File: config.mk
export PLATFORM = sky130hd
export DESIGN_NAME = pattern_count_engine_flat
export DESIGN_NICKNAME = d
export VERILOG_FILES = /design/src/rtl/pattern_count_engine_if.sv /design/src/rtl/pattern_count_engine.sv /design/src/flat_wrapper.sv
export SDC_FILE = /design/constraint.sdc
export NUM_CORES = 1
export LEC_CHECK = 0
export CAP_MARGIN = 20
export CORE_MARGIN = 5
export CORE_UTILIZATION = 50
export DETAILED_ROUTE_END_ITERATION = 10
export PLACE_DENSITY = 0.75
export SLEW_MARGIN = 15
export SYNTH_ARGS = -nofsm -noshare
export SYNTH_HDL_FRONTEND = slang
export SYNTH_SLANG_ARGS = --single-unit
File: constraint.sdc
create_clock -name clk -period 5.6 [get_ports clk]
set_input_delay 1.12 -clock clk [delete_from_list [all_inputs] [get_ports clk]]
set_output_delay 1.12 -clock clk [all_outputs]
set_load 0.02 [all_outputs]
File: src/rtl/pattern_count_engine_if.sv
// Bus bundle between the pattern-count engine and the core/memory side.
// The engine is the memory master: it drives the address, write strobe and
// write data, and reports done plus the three result counts.
interface pattern_count_engine_if #(
    parameter int ADDR_W = 8,
    parameter int CNT_W  = 9
);
    logic              start;
    logic              done;
    logic [ADDR_W-1:0] mem_addr;
    logic [7:0]        mem_rdata;
    logic              mem_we;
    logic [7:0]        mem_wdata;
    logic [CNT_W-1:0]  ctb_o;
    logic [CNT_W-1:0]  cto_o;
    logic [CNT_W-1:0]  cts_o;

    modport master (
        input  start, mem_rdata,
        output done, mem_addr, mem_we, mem_wdata, ctb_o, cto_o, cts_o
    );

    modport slave (
        output start, mem_rdata,
        input  done, mem_addr, mem_we, mem_wdata, ctb_o, cto_o, cts_o
    );
endinterface

File: src/rtl/pattern_count_engine.sv
// Pattern-count accelerator. Loads a PAT_W-bit pattern from memory, streams
// BYTES message bytes (bit 7 first) and counts:
//   ctb - pattern matches lying entirely inside one byte
//   cto - bytes holding at least one within-byte match
//   cts - matches anywhere in the bit string, byte boundaries included
// Results appear on ports and are written back saturated to 8 bits.
module pattern_count_engine #(
    parameter int PAT_W    = 5,
    parameter int BYTES    = 32,
    parameter int ADDR_W   = 8,
    parameter int PAT_ADDR = 32,
    parameter int RES_ADDR = 33,
    parameter int CNT_W    = $clog2(8 * BYTES + 1)
) (
    input  logic                  clk,
    input  logic                  reset,
    pattern_count_engine_if.master bus
);
    // Window source: PAT_W-1 history bits followed by the current byte
    localparam int WIN_W = PAT_W + 7;
    // Window i (LSB index) lies inside the byte when i <= 8-PAT_W
    localparam logic [7:0] WITHIN_MASK = 8'((16'd1 << (9 - PAT_W)) - 16'd1);
    localparam logic [ADDR_W-1:0] LAST_ADDR = ADDR_W'(BYTES - 1);
    localparam logic [ADDR_W-1:0] PAT_A     = ADDR_W'(PAT_ADDR);
    localparam logic [ADDR_W-1:0] RES_A0    = ADDR_W'(RES_ADDR);
    localparam logic [ADDR_W-1:0] RES_A1    = ADDR_W'(RES_ADDR + 1);
    localparam logic [ADDR_W-1:0] RES_A2    = ADDR_W'(RES_ADDR + 2);

    typedef enum logic [2:0] {
        IDLE, LDPAT, SCAN, DRAIN, WR0, WR1, WR2, FIN
    } state_t;

    state_t            state_reg;
    logic              done_reg;
    logic              mem_we_reg;
    logic [ADDR_W-1:0] mem_addr_reg;
    logic [7:0]        mem_wdata_reg;
    logic [CNT_W-1:0]  ctb_reg;
    logic [CNT_W-1:0]  cto_reg;
    logic [CNT_W-1:0]  cts_reg;
    logic [PAT_W-1:0]  pat_reg;
    logic              first_byte_reg;

    logic              accept_start;
    logic              byte_valid;
    logic [WIN_W-1:0]  win_bits;
    logic [7:0]        match_vec;
    logic [7:0]        within_hit;
    logic [7:0]        cross_hit;
    logic [3:0]        ctb_inc;
    logic [3:0]        cts_inc;
    logic              cto_inc;
    logic [CNT_W-1:0]  ctb_sum;
    logic [CNT_W-1:0]  cto_sum;
    logic [CNT_W-1:0]  cts_sum;

    // start only counts when the engine is idle or parked with results
    assign accept_start = bus.start && ((state_reg == IDLE) || (state_reg == FIN));
    // Read data is a message byte one cycle after its address; address 0's
    // slot in SCAN carries the pattern byte instead
    assign byte_valid = ((state_reg == SCAN) && (mem_addr_reg != '0)) ||
                        (state_reg == DRAIN);

    generate
        if (PAT_W > 1) begin : g_hist
            logic [PAT_W-2:0] hist_reg;
            // Keep the tail of the previous byte so windows can straddle the boundary
            always_ff @(posedge clk) begin
                if (reset) begin
                    hist_reg <= '0;
                end else if (accept_start) begin
                    hist_reg <= '0;
                end else if (byte_valid) begin
                    hist_reg <= bus.mem_rdata[PAT_W-2:0];
                end
            end
            assign win_bits = {hist_reg, bus.mem_rdata};
        end else begin : g_no_hist
            assign win_bits = bus.mem_rdata;
        end
    endgenerate

    // One comparator per window ending at each of the 8 new bit positions
    generate
        for (genvar gi = 0; gi < 8; gi++) begin : g_win
            assign match_vec[gi] = (win_bits[gi +: PAT_W] == pat_reg);
        end
    endgenerate

    // Boundary-crossing windows are only meaningful once a full byte is behind us
    assign within_hit = match_vec & WITHIN_MASK;
    assign cross_hit  = match_vec & (WITHIN_MASK | {8{~first_byte_reg}});

    // Population counts of the per-window hits for this byte
    always_comb begin
        ctb_inc = '0;
        cts_inc = '0;
        for (int i = 0; i < 8; i++) begin
            ctb_inc = ctb_inc + {3'd0, within_hit[i]};
            cts_inc = cts_inc + {3'd0, cross_hit[i]};
        end
    end

    assign cto_inc = |within_hit;
    assign ctb_sum = ctb_reg + CNT_W'(ctb_inc);
    assign cto_sum = cto_reg + CNT_W'(cto_inc);
    assign cts_sum = cts_reg + CNT_W'(cts_inc);

    // Memory copy of a count clamps at 255 rather than wrapping
    function automatic logic [7:0] sat8(input logic [CNT_W-1:0] x);
        logic [CNT_W+7:0] xe;
        xe = {8'd0, x};
        if (xe > (CNT_W + 8)'(255)) begin
            return 8'hFF;
        end
        return xe[7:0];
    endfunction

    // Control FSM; all bus outputs are registered here
    always_ff @(posedge clk) begin
        if (reset) begin
            state_reg      <= IDLE;
            done_reg       <= 1'b0;
            mem_we_reg     <= 1'b0;
            mem_addr_reg   <= '0;
            mem_wdata_reg  <= '0;
            ctb_reg        <= '0;
            cto_reg        <= '0;
            cts_reg        <= '0;
            pat_reg        <= '0;
            first_byte_reg <= 1'b1;
        end else begin
            if (byte_valid) begin
                ctb_reg        <= ctb_sum;
                cto_reg        <= cto_sum;
                cts_reg        <= cts_sum;
                first_byte_reg <= 1'b0;
            end
            if (accept_start) begin
                state_reg      <= LDPAT;
                done_reg       <= 1'b0;
                mem_addr_reg   <= PAT_A;
                ctb_reg        <= '0;
                cto_reg        <= '0;
                cts_reg        <= '0;
                first_byte_reg <= 1'b1;
            end else begin
                case (state_reg)
                    LDPAT: begin
                        state_reg    <= SCAN;
                        mem_addr_reg <= '0;
                    end
                    SCAN: begin
                        if (mem_addr_reg == '0) begin
                            pat_reg <= bus.mem_rdata[PAT_W-1:0];
                        end
                        if (mem_addr_reg == LAST_ADDR) begin
                            state_reg <= DRAIN;
                        end else begin
                            mem_addr_reg <= mem_addr_reg + 1'b1;
                        end
                    end
                    DRAIN: begin
                        state_reg     <= WR0;
                        mem_we_reg    <= 1'b1;
                        mem_addr_reg  <= RES_A0;
                        mem_wdata_reg <= sat8(ctb_sum);
                    end
                    WR0: begin
                        state_reg     <= WR1;
                        mem_addr_reg  <= RES_A1;
                        mem_wdata_reg <= sat8(cto_reg);
                    end
                    WR1: begin
                        state_reg     <= WR2;
                        mem_addr_reg  <= RES_A2;
                        mem_wdata_reg <= sat8(cts_reg);
                    end
                    WR2: begin
                        state_reg     <= FIN;
                        mem_we_reg    <= 1'b0;
                        mem_addr_reg  <= '0;
                        mem_wdata_reg <= '0;
                        done_reg      <= 1'b1;
                    end
                    default: begin
                        state_reg <= state_reg;
                    end
                endcase
            end
        end
    end

    assign bus.done      = done_reg;
    assign bus.mem_we    = mem_we_reg;
    assign bus.mem_addr  = mem_addr_reg;
    assign bus.mem_wdata = mem_wdata_reg;
    assign bus.ctb_o     = ctb_reg;
    assign bus.cto_o     = cto_reg;
    assign bus.cts_o     = cts_reg;
endmodule

File: src/flat_wrapper.sv
// flat-port wrapper written by rule: the top's interface ports become plain ports
module pattern_count_engine_flat 
#(
    parameter int PAT_W    = 5,
    parameter int BYTES    = 32,
    parameter int ADDR_W   = 8,
    parameter int PAT_ADDR = 32,
    parameter int RES_ADDR = 33,
    parameter int CNT_W    = $clog2(8 * BYTES + 1)
)
  (clk, reset, bus_start, bus_mem_rdata, bus_done, bus_mem_addr, bus_mem_we, bus_mem_wdata, bus_ctb_o, bus_cto_o, bus_cts_o);
  pattern_count_engine_if #(.ADDR_W(ADDR_W), .CNT_W(CNT_W)) bus_i ();
  input  logic clk;
  input  logic reset;
  input wire logic [$bits(bus_i.start)-1:0] bus_start;
  input wire logic [$bits(bus_i.mem_rdata)-1:0] bus_mem_rdata;
  output wire logic [$bits(bus_i.done)-1:0] bus_done;
  output wire logic [$bits(bus_i.mem_addr)-1:0] bus_mem_addr;
  output wire logic [$bits(bus_i.mem_we)-1:0] bus_mem_we;
  output wire logic [$bits(bus_i.mem_wdata)-1:0] bus_mem_wdata;
  output wire logic [$bits(bus_i.ctb_o)-1:0] bus_ctb_o;
  output wire logic [$bits(bus_i.cto_o)-1:0] bus_cto_o;
  output wire logic [$bits(bus_i.cts_o)-1:0] bus_cts_o;
  assign bus_i.start = bus_start;
  assign bus_i.mem_rdata = bus_mem_rdata;
  assign bus_done = bus_i.done;
  assign bus_mem_addr = bus_i.mem_addr;
  assign bus_mem_we = bus_i.mem_we;
  assign bus_mem_wdata = bus_i.mem_wdata;
  assign bus_ctb_o = bus_i.ctb_o;
  assign bus_cto_o = bus_i.cto_o;
  assign bus_cts_o = bus_i.cts_o;
  pattern_count_engine #(.PAT_W(PAT_W), .BYTES(BYTES), .ADDR_W(ADDR_W), .PAT_ADDR(PAT_ADDR), .RES_ADDR(RES_ADDR), .CNT_W(CNT_W)) u_core (.clk(clk), .reset(reset), .bus(bus_i));
endmodule
; After elaboration in Yosys (flattened, before gate mapping)
; Cells that the tools add are included.
[word_totals]
reg_bits = 58
input_bits = 11
out_inout_bits = 45
elab_cells = 102
[op_classes]
add_sub_neg = 14
n_lt_le_gt_ge = 3
n_eq_ne = 20
n_mux = 26
n_bitwise = 3
reduce_logical = 23
[op_table]
columns = operator, n
row1 = two-way mux 8 bit, 7
row2 = == test 5 bit, 8
row3 = case mux 8 bit (5 select lines), 1
row4 = adder 4 x 1 -> 4 bit, 8
row5 = case mux 8 bit (4 select lines), 1
row6 = greater-than comparator 9 x 8 -> 1 bit (second input constant), 3
row7 = adder 9 x 4 -> 9 bit, 2
row8 = case mux 3 bit (6 select lines), 1
row9 = two-way mux 1 bit, 13
row10 = == test 3 bit (second input constant), 4
row11 = AND reduction 2 bit, 6
row12 = nonzero test 6 bit, 2
row13 = adder 9 x 1 -> 9 bit, 1
row14 = adder 8 x 1 -> 8 bit (second input constant), 1
row15 = AND 8 bit, 1
row16 = == test 8 x 5 -> 1 bit (second input constant), 1
row17 = logical NOT 8 bit, 1
row18 = nonzero test 8 bit, 1
row19 = nonzero test 7 bit, 1
row20 = == test 3 x 2 -> 1 bit (second input constant), 2
row21 = two-way mux 6 bit, 1
row22 = inequality test 3 x 2 -> 1 bit (second input constant), 2
row23 = nonzero test 5 bit, 1
row24 = adder 1 x 1 -> 2 bit, 2
row25 = 13 further kinds, 18

; Logic depth before layout (Yosys ltp)
; Gate-level depths: netlist of run 1.
[depth]
ltp_word = 12
depth_mapped = 20
depth_no_buf = 19

; Worst setup path after synthesis of run 1
; No wires, ideal clock.
[synth_path]
path_kind = input to register
start = input bus_mem_rdata[4]
end = register u_core.cts_reg[6] (netlist: u_core.bus.cts_o[6])
setup_ps = 128
t_arrival_ps = 5246
t_required_ps = 5472
setup_slack_ps = 227
stages = 18
path_buffers = 1
path_cell_list = buf_1 > xor2_1 > nor2_1 > and4_1 > ha_1 > inv_1 > fa_1 > fa_1 > inv_1 > fa_1 > inv_1 > fa_1 > fa_1 > nor2b_1 > o21ai_0 > a211oi_1 > xnor2_1 > nor2_1
[synth_via]
elab_chain_cells = 10
[synth_rtl]
columns = item, line
row1 = start: declaration, flat_wrapper.sv:16  ; input wire logic [$bits(bus_i.mem_rdata)-1:0] bus_mem_rdata;
row2 = == test 5 bit, pattern_count_engine.sv:86  ; assign match_vec[gi] = (win_bits[gi +: PAT_W] == pat_reg);
row3 = AND 8 bit *, pattern_count_engine.sv:92  ; assign cross_hit = match_vec & (WITHIN_MASK | {8{~first_byte_reg}});
row4 = adder 1 x 1 -> 2 bit, pattern_count_engine.sv:100  ; cts_inc = cts_inc + {3'd0, cross_hit[i]};
row5 = adder 4 x 1 -> 4 bit (2 in a row), pattern_count_engine.sv:100
row6 = adder 4 x 1 -> 4 bit * (4 in a row), pattern_count_engine.sv:100
row7 = adder 9 x 4 -> 9 bit *, pattern_count_engine.sv:107  ; assign cts_sum = cts_reg + CNT_W'(cts_inc);
row8 = end signal: assignment, pattern_count_engine.sv:136  ; cts_reg <= cts_sum;
row9 = end: declaration, pattern_count_engine.sv:40  ; logic [CNT_W-1:0] cts_reg;
; Every way passes the cells marked *; elsewhere a longest branch is shown, timed or not.
; A chain may end at the register's enable or synchronous reset.

; Worst setup path in the final report of run 1
[layout_path]
start = input bus_mem_rdata[3]
end = register u_core.cts_reg[6] (netlist: u_core.bus.cts_o[6])
[layout_via]
elab_chain_cells = 10
[layout_rtl]
columns = item, line
row1 = == test 5 bit, pattern_count_engine.sv:86
row2 = AND 8 bit *, pattern_count_engine.sv:92
row3 = adder 1 x 1 -> 2 bit, pattern_count_engine.sv:100
row4 = adder 4 x 1 -> 4 bit, pattern_count_engine.sv:100
row5 = adder 4 x 1 -> 4 bit * (5 in a row), pattern_count_engine.sv:100
row6 = adder 9 x 4 -> 9 bit *, pattern_count_engine.sv:107
; Marks and branches as above.

==> results.json, run 1 <==
{
  "routed_wl_um": 9580,
  "antenna_found_initial": 0,
  "crit_required_ns": 5.81,
  "grt-busiest-layer": "met2",
  "yosysMostFrequentCell": "dfxtp_1",
  "io_pins": 56,
  "setup-tns-final_ns": 0,
  "holdWs_ns": 0.452,
  "core_um2": 7330,
  "cp-end-kind": "flip-flop",
  "ir_drop_mv": 0.123,
  "vias": 3436,
  "fin_worst_skew_ns": 0.00925,
  "grt_pass1_vias": 3516,
  "multi_input_area_um2": 2410,
  "path_max_fanout": 4,
  "max_cap_viol_count": 0,
  "worst-setup-path-type": "in -> reg",
  "synth_seq_cells": 58,
  "synth-edff-count": 0,
  "drv_slew": 0,
  "area_growth_syn_to_layout_pct": 23.2,
  "met2_usage_pct": 33.8,
  "finalPower_mw": 0.940,
  "grt_max_degree": 30,
  "avgRoutedWirePerCell_um": 15.6,
  "io_buffers": 55,
  "p_leak_nw": 1.76,
  "gp_congestion": 0.878,
  "setup_viol": 0,
  "cp_common_cell": "fa_1",
  "dieWidth_um": 97.0,
  "grt_pass1_wl_um": 16400,
  "yosys_warnings": 0,
  "start_util_pct": 51.7,
  "overflow": 0,
  "cpPeakStageDelay_ns": 0.56,
  "drive_gt1_share_pct": 9.90,
  "seq_area_um2": 1160,
  "rsz0062_at_grt": "no",
  "syn-cell-area_um2": 3790,
  "syn_nets": 494,
  "row_count": 31,
  "post-route-util_pct": 63.6,
  "via_per_inst": 5.60,
  "drtIter0Drc": 180,
  "p_per_area_nw_per_um2": 202,
  "syn_area_per_cell_um2": 8.24,
  "synthTopCellsByCount": "dfxtp_1, nor2_1, xnor2_1",
  "fin_crit_ns": 5.36,
  "synthArstFlopShare_pct": 0,
  "crit_path_top_delay_cell": "fa_1",
  "crit_chain": "clkdlybuf4s50_1, xnor2_1, and4_1, ha_1, inv_1, fa_1, fa_1, inv_1, fa_1, inv_1, fa_1, fa_2, nor2b_2, o21ai_1, a211oi_2, xnor2_1, nor2_1",
  "hold_viol_final": 0,
  "slew_headroom_pct": 24.3,
  "cp.arrival_ns": 5.57,
  "min_period_over_period_pct": 95.8,
  "ys_top_cells_by_area": "dfxtp_1, xnor2_1, xor2_1",
  "clock_latency_ns": 0.33,
  "synth_top_cell_area_share_pct": 30.6,
  "syn_inst": 460,
  "num_antenna_cells": 0,
  "synth_area_leader_cell": "dfxtp_1",
  "dr.pass1.iters": 4,
  "dieHeight_um": 97.0,
  "htreeDepth": 3,
  "clk_path_buf_depth": 2,
  "synth_cell_types": 53,
  "ctsHoldBuffers": 0,
  "drtAntennaViolNets": 0,
  "clockRootBuffer": "clkbuf_8",
  "min_path_type": "reg -> reg",
  "path_clk_slew_ns": 0.06,
  "cts_sinks": 58,
  "use_met1_pct": 26.0,
  "layout.nets": 545,
  "drc": 0,
  "synthFlopType": "dfxtp_1",
  "cts_inserted_buffers": 9,
  "worst_pin_slew_ns": 1.14,
  "grt_use_met3_pct": 4.17,
  "synth_seq_area_share_pct": 30.6,
  "grt_usage_pct": 20.6,
  "place_hpwl_um": 6960,
  "worstSetupStartpointType": "input port",
  "tritoncts": "done",
  "outcome": "complete, no violations",
  "die_area_um2": 9420,
  "fillers": 629,
  "post_cts_buffers": 0,
  "fmax_mhz": 186
}
cell type report:
cell class / count / share of cell area (%)
clock buffers: 13 / 3.62
clock inverters: 2 / 0.751
inverters: 24 / 1.93
multi-input cells: 347 / 51.7
flip-flops and latches: 58 / 24.9
well taps: 99 / 2.65
repair buffers: 71 / 14.5
cell usage in the layout, fill, tap and decap left out, types with 2 or more instances in the layout:
cell type,synthesis,layout
dfxtp_1,58,58
nor2_1,54,54
clkdlybuf4s50_1,0,53
xnor2_1,41,41
nand2_1,37,37
inv_1,24,24
xor2_1,25,24
a21oi_1,19,19
o21ai_0,20,19
ha_1,16,16
buf_4,1,16
nor3_1,13,12
clkbuf_8,0,12
nand4_1,11,11
nand3_1,10,10
a21o_1,9,9
o211ai_1,9,9
mux2i_1,8,8
a31oi_1,8,8
a211oi_1,8,7
a21oi_2,7,7
fa_1,7,6
or3_1,5,5
nor2b_1,6,5
nor4_1,5,5
or3_2,3,3
and4_1,2,2
nand3b_1,2,2
dlymetal6s2s_1,0,2
path summary, 6_finish.rpt:
kind                                                            from                                   end  slack [ns]  depth (start not counted)
worst max-delay path                                bus_mem_rdata[3]      u_core.bus.cts_o[6]$_SDFFE_PP0P_        0.24                         17
worst min-delay path            u_core.bus.mem_wdata[1]$_SDFFE_PP0P_  u_core.bus.mem_wdata[1]$_SDFFE_PP0P_        0.45                          1
worst max register to register        u_core.pat_reg[1]$_SDFFE_PP0P_      u_core.bus.cts_o[6]$_SDFFE_PP0P_        0.85                         18
worst min register to register  u_core.bus.mem_wdata[1]$_SDFFE_PP0P_  u_core.bus.mem_wdata[1]$_SDFFE_PP0P_        0.45                          1
cells by family (layout without fill, tap and decap cells):
group	count (synthesis)	in the layout	share of synthesized area [%]
flip-flops	58	58	30.6
AND/OR/NAND/NOR	156	156	19.8
multiplexers	9	9	2.41
AO/OA/AOI/OAI	93	93	16.5
adder cells (fa/ha/maj)	23	23	8.98
buffers and inverters	55	110	6.31
XOR/XNOR	66	66	15.3
metal layers:
layer	vias up	share of wire, %
li1	1674	-
met1	1646	46
met2	99	48
met3	17	4.7
met4	0	2.0
met5	-	0
critical path: cells and delay by family:
family / cells / cell delay [ns]
adders and majority gates: 6 / 2.63
AOI/OAI and AO/OA: 2 / 0.40
buffers and inverters: 4 / 0.68
and+or+nand+nor: 3 / 0.42
xor gates and xnor gates: 2 / 0.30
stage by stage:
stage	setup slack, ns	cells	instance area [µm²]
finish	0.236	614	4670
global route	0.0359	614	4670
CTS	0.00149	614	4640
detailed placement	-0.338	599	4430
global placement	-0.154	599	4430
floorplan	0.227	460	3790
power by group:
part           switching [mW]  internal, mW  leakage [nW]
clock                   0.162         0.239         0.106
combinational          0.0595        0.0471          1.18
sequential             0.0152         0.418         0.468
total                   0.237         0.704          1.76
what timing repair did:
item                       CTS  global route
gates resized for setup      0             8
pin swaps                    1             1
setup endpoints to repair    1             5
No activity file was read; power rests on OpenSTA's default activity.
==> inputs of run 2 (changes only) <==
--- a/config.mk
+++ b/config.mk
@@ -6,10 +6,11 @@
 export NUM_CORES = 1
 export LEC_CHECK = 0
 export CAP_MARGIN = 20
-export CORE_MARGIN = 5
+export CORE_MARGIN = 1
 export CORE_UTILIZATION = 50
 export DETAILED_ROUTE_END_ITERATION = 10
 export PLACE_DENSITY = 0.75
+export SETUP_SLACK_MARGIN = 0.2
 export SLEW_MARGIN = 15
 export SYNTH_ARGS = -nofsm -noshare
 export SYNTH_HDL_FRONTEND = slang
==> run 2 against run 1 <==
Sequential cell count unchanged. Highest routed layer unchanged. Via count decreased by 0.26%. Critical endpoint is now u_core.bus.cts_o[5]$_SDFFE_PP0P_. Largest cell class unchanged. Critical path type unchanged. Routed wire length decreased by 0.93%.
==> results.json, run 2 (synthesized netlist as in run 1, its figures left out) <==
{
  "outcome": "complete, no violations",
  "setup-tns-final_ns": 0,
  "num_antenna_cells": 0,
  "layout.nets": 548,
  "finalPower_mw": 0.945,
  "io_buffers": 55,
  "worst-setup-path-type": "in -> reg",
  "gp_congestion": 0.935,
  "final_design_area_no_fill_um2": 4700,
  "min_period_over_period_pct": 95.0,
  "place_area_um2": 4440,
  "clockRootBuffer": "clkbuf_8",
  "grt_pass1_vias": 3185,
  "core_um2": 7290,
  "grt_usage_pct": 25.0,
  "drtIter0Drc": 174,
  "tritoncts": "done",
  "rsz0062_at_grt": "no",
  "final_cell_mix": "dfxtp_1, nor2_1, clkdlybuf4s50_1",
  "overflow": 0,
  "drtAntennaViolNets": 0,
  "path_clk_slew_ns": 0.06,
  "cts_sinks": 58,
  "p_per_area_nw_per_um2": 201,
  "max_cap_viol_count": 0,
  "drv_slew": 0,
  "clk_path_buf_depth": 2,
  "via_per_inst": 5.55,
  "clock_latency_ns": 0.35,
  "antenna_found_initial": 0,
  "place_hpwl_um": 6700,
  "dieHeight_um": 89.0,
  "dr.pass1.iters": 4,
  "path_max_fanout": 2,
  "cpPeakStageDelay_ns": 0.55,
  "io_pins": 56,
  "grt_max_degree": 34,
  "die_area_um2": 7930,
  "ir_drop_mv": 0.165,
  "cp-end-kind": "flip-flop",
  "p_leak_nw": 1.78,
  "routed_wl_um": 9490,
  "crit_chain": "clkdlybuf4s50_1, xnor2_1, nand4_1, or3_4, fa_1, fa_1, inv_1, fa_1, inv_1, fa_1, inv_1, ha_1, a211oi_2, o21a_1, nand3b_1, xor2_1, nor2_1",
  "row_count": 31,
  "crit_path_top_delay_cell": "fa_1",
  "avgRoutedWirePerCell_um": 15.4,
  "htreeDepth": 3,
  "fillers": 625,
  "layout_commonest_cell": "dfxtp_1",
  "setup_viol": 0,
  "cp_common_cell": "fa_1",
  "area_growth_syn_to_layout_pct": 23.9,
  "drc": 0,
  "dieWidth_um": 89.0,
  "cp.arrival_ns": 5.54,
  "grt_pass1_wl_um": 15300,
  "seq_area_um2": 1160,
  "slew_headroom_pct": 26.0,
  "drive_gt1_share_pct": 11.2,
  "min_path_type": "reg -> reg",
  "crit_required_ns": 5.82,
  "hold_viol_final": 0,
  "worstSetupStartpointType": "input port",
  "fin_worst_skew_ns": 0.0104,
  "worst_pin_slew_ns": 1.11,
  "start_util_pct": 52.0,
  "multi_input_area_um2": 2420,
  "cts_inserted_buffers": 9,
  "ctsHoldBuffers": 0,
  "vias": 3427,
  "fmax_mhz": 188,
  "fin_crit_ns": 5.32
}
-- run 2: final cells by class --
| type | instances | area share, % |
|---|---|---|
| multi-input combinational | 347 | 51.6 |
| sequential | 58 | 24.7 |
| timing repair buffer | 74 | 14.8 |
| clock buffer | 13 | 3.60 |
| tap | 99 | 2.64 |
| inverter | 24 | 1.92 |
| clock inverter | 2 | 0.746 |
-- run 2: path summary, 6_finish.rpt --
path | slack, ns | start | cells past startpoint | endpoint
setup / recovery | 0.28 | bus_mem_rdata[6] | 17 | u_core.bus.cts_o[5]$_SDFFE_PP0P_
hold / removal | 0.45 | u_core.bus.mem_wdata[2]$_SDFFE_PP0P_ | 1 | u_core.bus.mem_wdata[2]$_SDFFE_PP0P_
setup reg to reg | 0.72 | u_core.pat_reg[2]$_SDFFE_PP0P_ | 18 | u_core.bus.cts_o[5]$_SDFFE_PP0P_
hold reg to reg | 0.45 | u_core.bus.mem_wdata[2]$_SDFFE_PP0P_ | 1 | u_core.bus.mem_wdata[2]$_SDFFE_PP0P_
-- run 2: timing repair --
item | in CTS | in global routing
resized for setup | 5 | 10
cloned | 0 | 0
pin swaps | 1 | 4
setup buffers | 2 | 0
endpoints found under the setup margin | 5 | 7
-- run 2: critical path, delay by kind of cell --
| family | cells | cell delay [ns] |
|---|---|---|
| buffers and inverters | 4 | 0.74 |
| adders and majority gates | 5 | 2.25 |
| AOI/OAI and AO/OA | 2 | 0.40 |
| and+or+nand+nor | 4 | 0.73 |
| xor gates and xnor gates | 2 | 0.29 |
-- run 2: metrics by stage --
step	utilization, %	hold slack (ns)	std cells	worst slack, ns
2_1_floorplan	-	0.449	460	0.227
3_3_place_gp	60.9	0.432	600	-0.149
3_5_place_dp	60.9	0.444	600	-0.366
4_1_cts	63.9	0.457	617	0.206
5_1_grt	64.4	0.491	617	0.159
6_report	64.4	0.453	617	0.279
-- run 2: where the power goes --
group	internal (mW)	total (mW)	switching, mW
Clock	0.239	0.408	0.169
Combinational	0.0465	0.106	0.0593
Sequential	0.418	0.432	0.0141
-- run 2: metal layers --
metal	up-vias	GRT usage (%)	share of wire, %
li1	1685	-	-
met3	19	4.89	6.0
met4	0	9.81	1.9
met1	1617	33.6	45
met5	-	0	0
met2	106	39.9	48
